<file path="config.mk">
export PLATFORM = sky130hd
export DESIGN_NAME = qq_pulse_seq
export DESIGN_NICKNAME = d
export VERILOG_FILES = /design/src/rtl/qq_pulse_seq.sv
export SDC_FILE = /design/constraint.sdc
export NUM_CORES = 1
export LEC_CHECK = 0
export CAP_MARGIN = 20
export CORE_MARGIN = 2
export CORE_UTILIZATION = 39
export DETAILED_ROUTE_END_ITERATION = 6
export GPL_TIMING_DRIVEN = 0
export MAX_ROUTING_LAYER = met4
export PLACE_DENSITY = 0.72
export SLEW_MARGIN = 15
export SYNTH_ARGS = -nofsm -noshare
export SYNTH_HDL_FRONTEND = slang
export SYNTH_SLANG_ARGS = --single-unit
export TNS_END_PERCENT = 30
</file>
<file path="constraint.sdc">
create_clock -name clk_sys -period 3.85 [get_ports clk_sys]
set_input_delay 0.5775 -clock clk_sys [delete_from_list [all_inputs] [get_ports clk_sys]]
set_output_delay 0.5775 -clock clk_sys [all_outputs]
set_load 0.1 [all_outputs]
</file>
<file path="src/rtl/qq_pulse_seq.sv">
// Pulse timing sequencer for the H-bridge switch machine: thermometer step vector, burst repeat, rest gap.
// Optional END-state watchdog enabled by defining QQ_SEQ_WDOG_EN.
module qq_pulse_seq #(
    parameter int CNT_W    = 16,
    parameter int NCYC_W   = 8,
    parameter int WDOG_CYC = 1023
) (
    input  logic              clk_sys,
    input  logic              rst_n,
    input  logic              start,
    input  logic              abort,
    input  logic [CNT_W-1:0]  t1,
    input  logic [CNT_W-1:0]  t2,
    input  logic [CNT_W-1:0]  t3,
    input  logic [CNT_W-1:0]  t_rest,
    input  logic [NCYC_W-1:0] n_cyc,
    input  logic              stateover,
    output logic [3:0]        i_step,
    output logic              busy,
    output logic              done,
    output logic [NCYC_W-1:0] cyc_cnt,
    output logic              err
);

    typedef enum logic [2:0] {
        S_IDLE, S_PH1, S_PH2, S_PH3, S_END, S_REST
    } state_e;

    state_e            state_q;
    logic [3:0]        step_q;
    logic              busy_q, done_q, err_q;
    logic [NCYC_W-1:0] cyc_q, ncyc_q;
    logic [CNT_W-1:0]  cnt_q, t1_q, t2_q, t3_q, trest_q;

    // Zero durations and counts are promoted to 1 before latching.
    logic [CNT_W-1:0]  t1_d, t2_d, t3_d, trest_d;
    logic [NCYC_W-1:0] ncyc_d;
    logic [NCYC_W:0]   cyc_inc_d;

    assign t1_d      = (t1     == '0) ? CNT_W'(1)  : t1;
    assign t2_d      = (t2     == '0) ? CNT_W'(1)  : t2;
    assign t3_d      = (t3     == '0) ? CNT_W'(1)  : t3;
    assign trest_d   = (t_rest == '0) ? CNT_W'(1)  : t_rest;
    assign ncyc_d    = (n_cyc  == '0) ? NCYC_W'(1) : n_cyc;
    assign cyc_inc_d = {1'b0, cyc_q} + (NCYC_W+1)'(1);

`ifdef QQ_SEQ_WDOG_EN
    localparam int WD_W = $clog2(WDOG_CYC + 1);
    logic [WD_W-1:0] wdog_q;
`endif

    always_ff @(posedge clk_sys or negedge rst_n) begin
        if (!rst_n) begin
            state_q <= S_IDLE;
            step_q  <= 4'b0000;
            busy_q  <= 1'b0;
            done_q  <= 1'b0;
            err_q   <= 1'b0;
            cyc_q   <= '0;
            ncyc_q  <= '0;
            cnt_q   <= '0;
            t1_q    <= '0;
            t2_q    <= '0;
            t3_q    <= '0;
            trest_q <= '0;
`ifdef QQ_SEQ_WDOG_EN
            wdog_q  <= '0;
`endif
        end else begin
            done_q <= 1'b0;
            if (abort) begin
                state_q <= S_IDLE;
                step_q  <= 4'b0000;
                busy_q  <= 1'b0;
            end else begin
                case (state_q)
                    S_IDLE: if (start) begin
                        t1_q    <= t1_d;
                        t2_q    <= t2_d;
                        t3_q    <= t3_d;
                        trest_q <= trest_d;
                        ncyc_q  <= ncyc_d;
                        cnt_q   <= t1_d;
                        cyc_q   <= '0;
                        err_q   <= 1'b0;
                        busy_q  <= 1'b1;
                        step_q  <= 4'b0001;
                        state_q <= S_PH1;
                    end
                    S_PH1: if (cnt_q == CNT_W'(1)) begin
                        cnt_q   <= t2_q;
                        step_q  <= 4'b0011;
                        state_q <= S_PH2;
                    end else begin
                        cnt_q <= cnt_q - CNT_W'(1);
                    end
                    S_PH2: if (cnt_q == CNT_W'(1)) begin
                        cnt_q   <= t3_q;
                        step_q  <= 4'b0111;
                        state_q <= S_PH3;
                    end else begin
                        cnt_q <= cnt_q - CNT_W'(1);
                    end
                    S_PH3: if (cnt_q == CNT_W'(1)) begin
                        step_q  <= 4'b1111;
                        state_q <= S_END;
`ifdef QQ_SEQ_WDOG_EN
                        wdog_q  <= '0;
`endif
                    end else begin
                        cnt_q <= cnt_q - CNT_W'(1);
                    end
                    S_END: if (!stateover) begin
                        cyc_q <= cyc_inc_d[NCYC_W-1:0];
                        // Widened compare so n_cyc = all-ones never wraps.
                        if (cyc_inc_d < {1'b0, ncyc_q}) begin
                            cnt_q   <= trest_q;
                            step_q  <= 4'b0000;
                            state_q <= S_REST;
                        end else begin
                            step_q  <= 4'b0000;
                            busy_q  <= 1'b0;
                            done_q  <= 1'b1;
                            state_q <= S_IDLE;
                        end
                    end
`ifdef QQ_SEQ_WDOG_EN
                    else if (wdog_q == WD_W'(WDOG_CYC - 1)) begin
                        err_q   <= 1'b1;
                        step_q  <= 4'b0000;
                        busy_q  <= 1'b0;
                        state_q <= S_IDLE;
                    end else begin
                        wdog_q <= wdog_q + WD_W'(1);
                    end
`endif
                    S_REST: if (cnt_q == CNT_W'(1)) begin
                        cnt_q   <= t1_q;
                        step_q  <= 4'b0001;
                        state_q <= S_PH1;
                    end else begin
                        cnt_q <= cnt_q - CNT_W'(1);
                    end
                    default: begin
                        step_q  <= 4'b0000;
                        busy_q  <= 1'b0;
                        state_q <= S_IDLE;
                    end
                endcase
            end
        end
    end

    assign i_step  = step_q;
    assign busy    = busy_q;
    assign done    = done_q;
    assign cyc_cnt = cyc_q;
`ifdef QQ_SEQ_WDOG_EN
    assign err     = err_q;
`else
    assign err     = 1'b0;
`endif

endmodule
</file>
# Yosys cells after proc, flatten, opt, wreduce, memory -nomap -nowiden
# Cells that the tools add are included.
[totals] register_bits=105 in_bits=77 out_inout_bits=15 elab_cells=89
[op_classes] addsub=2 order_cmp=1 n_eq_ne=18 muxes=42 bitwise_logic=1 n_reduce_logical=14
[op_table] operator="2-to-1 mux 16 bit" count=11
[op_table] operator="case mux 16 bit (6 select lines)" count=1
[op_table] operator="zero test 16 bit" count=4
[op_table] operator="2-to-1 mux 4 bit" count=7
[op_table] operator="2-to-1 mux 3 bit" count=8
[op_table] operator="2-to-1 mux 8 bit" count=3
[op_table] operator="case mux 4 bit (6 select lines)" count=1
[op_table] operator="!= test 3 bit (second input constant)" count=7
[op_table] operator="case mux 3 bit (6 select lines)" count=1
[op_table] operator="== test 16 x 1 -> 1 bit (second input constant)" count=1
[op_table] operator="case mux 8 bit (2 select lines)" count=1
[op_table] operator="subtractor 16 x 1 -> 16 bit (second input constant)" count=1
[op_table] operator="AND reduction 6 bit" count=2
[op_table] operator="adder 8 x 1 -> 9 bit (second input constant)" count=1
[op_table] operator="< comparator 9 x 8 -> 1 bit" count=1
[op_table] operator="zero test 8 bit" count=1
[op_table] operator="2-to-1 mux 1 bit" count=8
[op_table] operator="!= test 2 bit (second input constant)" count=4
[op_table] operator="AND reduction 4 bit" count=2
[op_table] operator="== test 3 x 2 -> 1 bit (second input constant)" count=2
[op_table] operator="== test 3 bit (second input constant)" count=2
[op_table] operator="nonzero test 6 bit" count=1
[op_table] operator="OR reduction 4 bit" count=1
[op_table] operator="== test 3 x 1 -> 1 bit (second input constant)" count=1
[op_table] operator="other kinds (6)" count=6

# Logic depth before layout (Yosys ltp)
[logic_depth] word_depth=6 depth_mapped=12 ltp_nobuf=11

# Least setup slack after synthesis
# Ideal clock, no wire load.
[synth_timing] path_kind="register to register" from="register cyc_q[0] (netlist: cyc_cnt[0])" to="register cnt_q[2]" setup_time_ns=0.121 arrival_ns=3.360 t_required_ns=3.729 setup_slack_ns=0.369 path_stages_with_launch=12 path_buffers=1 period_less_slack_ns=3.481 path_cell_list="dfrtp_1 ha_1 nand3_1 xnor2_1 ha_1 a21o_1 a21oi_1 o2111ai_1 a221oi_1 buf_2 o21ai_1 a22o_1"
[synth_via] elab_chain_cells=4
[synth_lines] item="start, declared" line_no="32" text="logic [NCYC_W-1:0] cyc_q, ncyc_q;"
[synth_lines] item="start signal, assigned" line_no="114" text="cyc_q <= cyc_inc_d[NCYC_W-1:0];"
[synth_lines] item="adder 8 x 1 -> 9 bit" line_no="45" text="assign cyc_inc_d = {1'b0, cyc_q} + (NCYC_W+1)'(1);"
[synth_lines] item="< comparator 9 x 8 -> 1 bit" line_no="116" text="if (cyc_inc_d < {1'b0, ncyc_q}) begin"
[synth_lines] item="!= test 2 bit (no line)"
[synth_lines] item="AND reduction 6 bit (no line)"
[synth_lines] item="end signal, assigned" line_no="111" text="cnt_q <= cnt_q - CNT_W'(1);"
[synth_lines] item="end signal, assigned" line_no="117" text="cnt_q <= trest_q;"
[synth_lines] item="end signal, assigned" line_no="138" text="cnt_q <= t1_q;"
[synth_lines] item="end, declared" line_no="33" text="logic [CNT_W-1:0] cnt_q, t1_q, t2_q, t3_q, trest_q;"
# Every way passes these cells.
# A chain may end at the register's enable or synchronous reset.

# Worst setup path in the final report
# Same ends and word-level chain as after synthesis.

==> reports/metrics.csv <==
stage;metric;value;unit
setup_path;crit-path max FO;10;
route;vias;5231;
pwr;part of the power in registers;42.7;%
clock_network;cts bufs inserted;9;
clock_network;Sink Count;105;
clock_network;Resize count post-CTS;0;
floorplan;I/O pins;92;
placement;routability cong.;0.926;
synth;leading area contributor after synthesis;dfrtp_1;
timing;RSZ-0062 raised after global routing;false;
clock_network;clk_lat worst skew;0.36;ns
synth;Cell variety after synth;74;
synth;Synth async-reset ratio;100;%
setup_path;startpoint type of the worst setup path;register;
setup_path;Critical Path End Type;register;
clock_network;CTS Buffer Depth;2;
synth;post-synth top area share;44.6;%
clock_network;H-Tree Level Count;3;
status;status;completed;
timing;Least-Margin Pin Slew;0.975;ns
timing;worst hold slack;0.0802;ns
synth;mean post-synth cell area;10.2;µm²
synth;Top FF cell, synth;dfrtp_1;
pwr;Clock power frac;23.6;%
floorplan;row count;44;
timing;Max Clock Freq;293;MHz
setup_path;crit path kind;register to register;
final_layout;Finished Cell Area;7340;µm²
final_layout;Layout area overhead;24.7;%
floorplan;DIE AREA;16100;µm²
pwr;combinational cell fraction of total power;33.6;%
synth;Synth Register Bits;105;
placement;Port Buffers;89;
setup_path;WP data required;4.10;ns
final_layout;most frequent cells in the layout;dfrtp_1 (105), clkdlybuf4s50_1 (88), mux2_2 (67);
clock_network;Setup Buffers After CTS;0;
floorplan;Initial Util;40.2;%
timing;post-route clock period utilization;88.6;%
global_route;GR Overflow Total;0;
pwr;leakage;2.94;nW
pwr;Power Internal;0.00258;W
synth;Syn. warnings;0;
synth;Mapped Cells;579;
final_layout;commonest non-fill, non-tap cell in the layout;dfrtp_1;
hold_path;Hold Path Class;input pin to async pin;
synth;Netlist Area Pre-Place;5890;µm²
pwr;sw frac;36.2;%
timing;setup violators final;0;
clock_network;clock slew seen by the registers of the worst setup and hold paths;0.08;ns
global_route;largest net degree at the start of global routing;80;
final_layout;share of layout cells above drive strength 1;19.0;%
pwr;worst vdd ir;253;µV
setup_path;CP arrival;3.66;ns
placement;dpl cell area;7040;µm²
floorplan;die height;127;µm
route;Routed WL;18.1;mm
pwr;power per standard cell area;550;nW/µm²
floorplan;die extent in x;127;µm
clock_network;CTS tree;done;
clock_network;Hold-fix buffers, CTS;0;
synth;Net Count, Synth;666;
synth;sequential area share after synthesis;44.6;%
final_layout;Final #Nets;767;
timing;Hold Vio Cnt, Final;0;
global_route;first-pass GRT wire length;29.1;mm
timing;Slew Viols, Final;0;
global_route;GRT Total Usage;24.0;%
timing;Setup Skew;0.00937;ns
floorplan;core box area;14600;µm²
clock_network;clock root buffer;clkbuf_16;
route;DRT antenna net count;0;
route;# DRC;0;
synth;Post-synth EDFFs;0;
route;drt wl/cell;20.8;µm
pwr;Design Power;0.00404;W
timing;Tmin final;3.41;ns
synth;Area contributors post-synth;dfrtp_1 (45%), mux2_2 (13%), o21ai_0 (3.7%);
global_route;initial antenna violation count;0;
flow_run;max cap viols;0;
final_layout;ant diodes;0;
timing;max_slew headroom;34.8;%
placement;DP HPWL;13.9;mm
route;Via density;6.02;
pwr;sw power;0.00146;W
global_route;vias in the first global route;5103;
route;First-pass DRT Iterations;5;
route;DRT iter0 DRCs;456;
cell type report:
type                            instances  area (µm²)
Inverter                               18        67.6
Buffer                                 37         185
Fill cell                            1351        7300
Multi-Input combinational cell        419        3010
Clock inverter                          7        77.6
Sequential cell                       105        2630
Clock buffer                            9         225
Timing Repair Buffer                   90         920
Tap cell                              184         230
power groups by stage:
stage,Sequential (W),Clock [W],Combinational (W)
after detailed placement,0.00174,0,0.00134
after global placement,0.00172,0,0.00131
after CTS,0.00172,0.000972,0.00134
after global routing,0.00177,0.00103,0.00147
after floorplan,0.00168,0,0.000914
final,0.00173,0.000954,0.00136
stage by stage:
step | setup TNS, ns | instances | setup slack, ns | utilization [%]
floorplan | 0 | 579 | 0.369 | -
global placement | -179.31 | 852 | -1.71 | 47.9
detailed placement | 0 | 853 | 0.516 | 48.1
CTS | 0 | 869 | 0.492 | 50.1
global route | 0 | 869 | 0.163 | 50.1
finish | 0 | 869 | 0.439 | 50.1
flip-flops by register name, summed over array words and instances, names as in the netlist:
register and flops:
cyc_cnt 8, t2_q 16, t1_q 16, cnt_q 16, trest_q 16, ncyc_q 8, done 1, state_q 3
busy 1, i_step 4, t3_q 16
path summary, 6_finish.rpt:
path | from | end | slack (ns) | depth (start not counted)
max in group asynchronous | rst_n | trest_q[5]$_DFFE_PN0P_ | 3.09 | 2
min reg2reg | trest_q[11]$_DFFE_PN0P_ | trest_q[11]$_DFFE_PN0P_ | 0.50 | 1
min in group clk_sys | trest_q[11]$_DFFE_PN0P_ | trest_q[11]$_DFFE_PN0P_ | 0.50 | 1
max reg2reg | cyc_cnt[0]$_DFFE_PN0P_ | cnt_q[2]$_DFFE_PN0P_ | 0.44 | 11
max | cyc_cnt[0]$_DFFE_PN0P_ | cnt_q[2]$_DFFE_PN0P_ | 0.44 | 11
min | rst_n | t2_q[11]$_DFFE_PN0P_ | 0.08 | 1
cell families after synthesis:
family | count (synthesis) | synth area share, %
flops | 105 | 44.6
other cells | 1 | 0.0637
fa+ha+maj | 10 | 2.12
xor+xnor | 7 | 1.04
mux | 67 | 12.8
buf+inv | 55 | 4.29
compound gates | 187 | 21.3
simple gates | 147 | 13.7
routing by layer:
metal	part of all wire (%)	GRT usage [%]	vias to the layer above
met4	1.8	6.53	0
li1	-	-	2371
met2	47	37.1	229
met5	0	-	-
met3	6.6	3.46	26
met1	44	33.1	2605
synth_stat cells (4+ instances only):
cell type,n
a311oi_1,4
mux2_2,67
o21ai_0,44
or2_2,4
inv_1,17
a22o_1,12
nor3_1,12
o31ai_1,8
clkbuf_1,15
dfrtp_1,105
o22ai_1,11
a22oi_1,14
nand2b_1,11
buf_2,16
o21a_1,8
or3_1,4
ha_1,10
o21ai_1,13
xnor2_1,4
nand2_1,36
a21oi_1,31
nor2_1,32
a211oi_1,8
nor4_1,17
nand3_1,7
critical path: stages (launching register included):
cell and delay [ns]:
dfrtp_1 0.49, ha_1 0.30, nand3_1 0.23, xnor2_1 0.19, ha_1 0.30, a21o_1 0.16
a21oi_1 0.19, o2111ai_1 0.30, a221oi_1 0.53, buf_2 0.33, o21ai_1 0.10, a22o_1 0.18
Power figures use the tool's default switching activity.
==> RTL change 1, RTL diff (config.mk and constraints unchanged) <==
Register the output `cyc_cnt` once more, without a reset; this adds one clock of latency there. The other outputs are not delayed to match.
--- a/src/rtl/qq_pulse_seq.sv
+++ b/src/rtl/qq_pulse_seq.sv
@@ -155,5 +155,7 @@
     assign busy    = busy_q;
     assign done    = done_q;
-    assign cyc_cnt = cyc_q;
+    always_ff @(posedge clk_sys) begin
+        cyc_cnt <= cyc_q;
+    end
 `ifdef QQ_SEQ_WDOG_EN
     assign err     = err_q;
Check against the original RTL: not equivalent (a bounded check fails within 10 cycles, from zero or initial values and one cycle with rst_n low).
==> RTL change 1 against the original RTL <==
Utilization is 1.3 points higher; synthesized area grew 1.0%; clock power increased by 77%; total power grew 19%; largest power group unchanged; routed wire length down 1.2%; worst setup slack improved by 0.12 ns; sequential cell count is 8 higher; clock skew is 0.0028 ns lower; design area up 5.4%; critical endpoint is now cnt_q[7].
==> RTL change 1: results (changes against the original RTL) <==
status = finished, final reports clean (unchanged)
clock-pin slew on the worst setup and hold paths = 0.05 ns (was 0.08 ns)
Syn Nets = 672 (was 666)
Power Total = 4802 uW (was 4040 uW)
Seq pwr share = 37.6% (was 42.7%)
Hold WC Path Type = in -> async (unchanged)
CP max-delay cell = dfrtp_1 (was a221oi_1)
LEAKAGE = 0.003231 uW (was 0.002940 uW)
async set-reset flop share out of synthesis = 92.92% (was 100.0%)
Slew @ Worst Pin = 0.9747 ns (was 0.9748 ns)
Netlist cell types = 66 (was 74)
H-tree Lvls = 4 (was 3)
maximum vdd drop = 0.3868 mV (was 0.2529 mV)
vias in the first global route = 5,156 (was 5,103)
clk_skew = 0.006589 ns (was 0.009366 ns)
DR iter-0 viols = 504 (was 456)
placed cell areas = 7107 um2 (was 7041 um2)
Setup WS pre-CTS = 0.6433 ns (was 0.5164 ns)
first-pass GRT wire length = 28.15 mm (was 29.07 mm)
Logic pwr share = 27.2% (was 33.6%)
Final GP Congestion = 0.9644 (was 0.9262)
P_int = 3245 uW (was 2577 uW)
synth top area cells = dfrtp_1 44%, mux2_2 9.5%, mux2_1 3.2% (was dfrtp_1 45%, mux2_2 13%, o21ai_0 3.7%)
reg2reg start = cyc_q[2] (was cyc_cnt[0])
Syn Area/Cell = 10.17 um2 (about the same)
Nets = 781 (was 767)
Worst R2R End = cnt_q[7] (was cnt_q[2])
Area Growth Syn to Fin = 30.04% (was 24.66%)
Seq/Total Area, Yosys = 46.84% (was 44.60%)
Worst R2R Setup Slack = 0.56 ns (was 0.44 ns)
layout cell share with drive strength beyond 1 = 13.58% (was 18.98%)
Routed WL = 17.90 mm (was 18.12 mm)
DP Wirelength = 13.36 mm (was 13.95 mm)
Hold Slack = 0.02896 ns (was 0.08025 ns)
Clock Path Buffers = 2 (unchanged)
most instantiated cells after synthesis = 105 x dfrtp_1, 50 x mux2_2, 37 x o21ai_0 (was 105 x dfrtp_1, 67 x mux2_2, 44 x o21ai_0)
dpl cells = 863 (was 853)
crit-path max cell delay = 0.44 ns (was 0.53 ns)
WP data arrival = 3.57 ns (was 3.66 ns)
via count of the routed design = 5,265 (was 5,231)
wire per inst = 20.00 um (was 20.85 um)
largest net degree at the start of global routing = 77 (was 80)
fillers = 1,311 (was 1,351)
total global-route track usage = 23.48% (was 23.96%)
CTS Buf Count = 17 (was 9)
==> RTL change 1: cell types whose count changed in the layout (fill, tap and decap cells not counted), sizes merged, moves of 6 or more <==
cell	before	now
nand2	36	24
nand2b	12	6
o21a	8	2
buf	24	12
a2bb2oi	0	12
o31ai	9	18
dfxtp	0	8
nor3	13	22
inv	21	28
clkbuf	24	51
==> RTL change 1: layout make-up <==
class	instances	area share (%)
timing repair buffer	90	11.88
inverter	28	1.358
buffer	38	2.053
sequential	113	36.02
multi-input combinational	406	37.47
clock buffer	23	6.175
tap	188	3.039
clock inverter	9	2.005
==> RTL change 1: worst max path at each step <==
stage / start / end / slack, ns
after floorplan: cyc_q[2] / cnt_q[7] / 1.00
after global placement: rst_n / cnt_q[12] / -1.80
after detailed placement: cyc_q[2] / cnt_q[5] / 0.64
after CTS: cyc_q[2] / cnt_q[7] / 0.58
after global routing: cyc_q[2] / cnt_q[7] / 0.39
final: cyc_q[2] / cnt_q[7] / 0.56
==> RTL change 1: cells by family (layout without fill, tap and decap cells) <==
| group | after synthesis | after routing | share of synthesized area, % |
|---|---|---|---|
| muxes | 67 | 67 | 12.68 |
| buffers and inverters | 66 | 188 | 4.436 |
| AOI/OAI and AO/OA | 178 | 178 | 20.12 |
| and+or+nand+nor | 143 | 143 | 12.74 |
| xor gates and xnor gates | 7 | 7 | 1.030 |
| other | 1 | 1 | 0.06300 |
| DFF | 113 | 113 | 46.84 |
| adders and majority gates | 10 | 10 | 2.102 |
==> RTL change 1: metal layers <==
metal | global-route usage, % | up-vias | share of wire, %
met4 | 12.15 | 0 | 3.9
met1 | 29.75 | 2566 | 41
met5 | - | - | 0
met2 | 35.95 | 254 | 48
li1 | - | 2396 | -
met3 | 4.481 | 49 | 6.9
==> RTL change 2, RTL diff (same settings) <==
Without the edit above. Change the parameter `CNT_W` from 16 to 20.
--- a/src/rtl/qq_pulse_seq.sv
+++ b/src/rtl/qq_pulse_seq.sv
@@ -2,5 +2,5 @@
 // Optional END-state watchdog enabled by defining QQ_SEQ_WDOG_EN.
 module qq_pulse_seq #(
-    parameter int CNT_W    = 16,
+    parameter int CNT_W    = 20,
     parameter int NCYC_W   = 8,
     parameter int WDOG_CYC = 1023
Ports: changed (resized t1, t2, t3 and t_rest); port bits go from 92 to 108. No check against the original RTL was run, so the function may have changed too.
==> RTL change 2 against the original RTL <==
Utilization grew 0.94 points; sequential cell count grew 20; synthesized area grew 17%; worst setup slack lost 0.18 ns; total power grew 48%; via count grew 19%; critical path type unchanged; design area grew 20%; routed wire length grew 18%; clock power grew 59%.
==> RTL change 2: results (changes against the original RTL) <==
status = finished, final reports clean (unchanged)
Seq/Total Area, Yosys = 45.56% (was 44.60%)
WP data arrival = 3.94 ns (was 3.66 ns)
fillers = 1,571 (was 1,351)
largest net degree at the start of global routing = 84 (was 80)
total global-route track usage = 24.73% (was 23.96%)
most instantiated cells after synthesis = 125 x dfrtp_1, 84 x mux2_2, 58 x o21ai_0 (was 105 x dfrtp_1, 67 x mux2_2, 44 x o21ai_0)
first-pass GRT wire length = 33.68 mm (was 29.07 mm)
post-synthesis cell count = 671 (was 579)
reg2reg path depth = 13 (was 11)
Pre-Repair DR Iteration Count = 6 (was 5)
Netlist cell types = 62 (was 74)
LEAKAGE = 0.003571 uW (was 0.002940 uW)
synth top area cells = dfrtp_1 46%, mux2_2 14%, o21ai_0 4.2% (was dfrtp_1 45%, mux2_2 13%, o21ai_0 3.7%)
DR iter-0 viols = 595 (was 456)
layout cell share with drive strength beyond 1 = 16.05% (was 18.98%)
clk_lat worst skew = 0.43 ns (was 0.36 ns)
Slew @ Worst Pin = 1.070 ns (was 0.9748 ns)
reg2reg start = cyc_cnt[2] (was cyc_cnt[0])
vias in the first global route = 6,068 (was 5,103)
Net Sw Frac = 36.43% (was 36.21%)
maximum vdd drop = 0.4095 mV (was 0.2529 mV)
placed cell areas = 8237 um2 (was 7041 um2)
Routed WL = 21.38 mm (was 18.12 mm)
dpl cells = 1,003 (was 853)
via count of the routed design = 6,241 (was 5,231)
Clock Path Buffers = 2 (unchanged)
Worst R2R End = cnt_q[15] (was cnt_q[2])
Nets = 900 (was 767)
Hold Slack = 0.06346 ns (was 0.08025 ns)
port buffer count = 106 (was 89)
H-tree Lvls = 4 (was 3)
clk_skew = 0.007918 ns (was 0.009366 ns)
Worst R2R Setup Slack = 0.25 ns (was 0.44 ns)
DR vias/cell = 6.030 (was 6.020)
clock-pin slew on the worst setup and hold paths = 0.06 ns (was 0.08 ns)
Final GP Congestion = 0.9846 (was 0.9262)
DP Wirelength = 16.15 mm (was 13.95 mm)
CTS Buf Count = 17 (was 9)
Syn Nets = 774 (was 666)
## RTL change 2: kinds of logic after synthesis
family / synth area share (%)
muxes: 13.78
DFF: 45.56
buffers and inverters: 4.155
other: 0.05462
and+or+nand+nor: 12.32
adders and majority gates: 1.822
AOI/OAI and AO/OA: 21.41
xor gates and xnor gates: 0.8930
## RTL change 2: per-layer routing
layer / vias to the layer above / track usage, % / part of all wire (%)
met5: - / - / 0
met4: 0 / 7.060 / 1.7
li1: 2811 / - / -
met3: 31 / 6.185 / 8.3
met2: 295 / 37.58 / 47
met1: 3104 / 32.86 / 43
## RTL change 2: timing repair
| action | 4_1_cts | 5_1_grt |
|---|---|---|
| endpoints found under the setup margin | 0 | 8 |
| resized for setup | 0 | 6 |
| endpoints found under the hold margin | 0 | 0 |
| buffers inserted | 0 | 0 |
## RTL change 2: final cells by class
| type | count | area, um2 | area share, % |
|---|---|---|---|
| well taps | 225 | 281.5 | 3.197 |
| clock inverters | 13 | 118.9 | 1.350 |
| plain buffers | 46 | 198.9 | 2.259 |
| inverters | 25 | 93.84 | 1.066 |
| multi-input cells | 475 | 3452 | 39.20 |
| clock buffers | 19 | 442.9 | 5.030 |
| flip-flops and latches | 125 | 3128 | 35.52 |
| repair buffers | 107 | 1090 | 12.38 |
## RTL change 2: worst max-delay path by stage
| stage | start | end | cells past startpoint |
|---|---|---|---|
| floorplan | cyc_cnt[2] | cnt_q[9] | 12 |
| global placement | rst_n | cnt_q[13] | 1 |
| detailed placement | cyc_cnt[2] | cnt_q[15] | 13 |
| CTS | cyc_cnt[2] | cnt_q[15] | 13 |
| global route | cyc_cnt[2] | cnt_q[15] | 13 |
| finish | cyc_cnt[2] | cnt_q[15] | 13 |
## RTL change 2: worst max-delay path, stage by stage, from the launching register on
cell	delay, ns
dfrtp_1	0.43
and3_1	0.23
and3_1	0.25
nand3_1	0.12
xnor2_1	0.26
ha_1	0.30
and3_1	0.17
a221o_1	0.31
o41ai_1	0.37
o211a_1	0.32
clkbuf_4	0.25
clkbuf_4	0.24
o21ai_0	0.11
o2bb2ai_1	0.16
## RTL change 2: per-stage QoR
step,setup TNS (ns),setup WS [ns]
global placement,-339.14,-2.722
detailed placement,0,0.2271
finish,0,0.2540
CTS,0,0.1961
floorplan,0,0.1131
global route,0,0.03283
## RTL change 2: power by group through the flow
stage	Sequential (uW)	Combinational (uW)	Clock, uW
after floorplan	2220	1440	0
after CTS	2280	2110	1530
after detailed placement	2300	2100	0
final	2290	2150	1520
after global placement	2280	2060	0
after global routing	2370	2320	1600
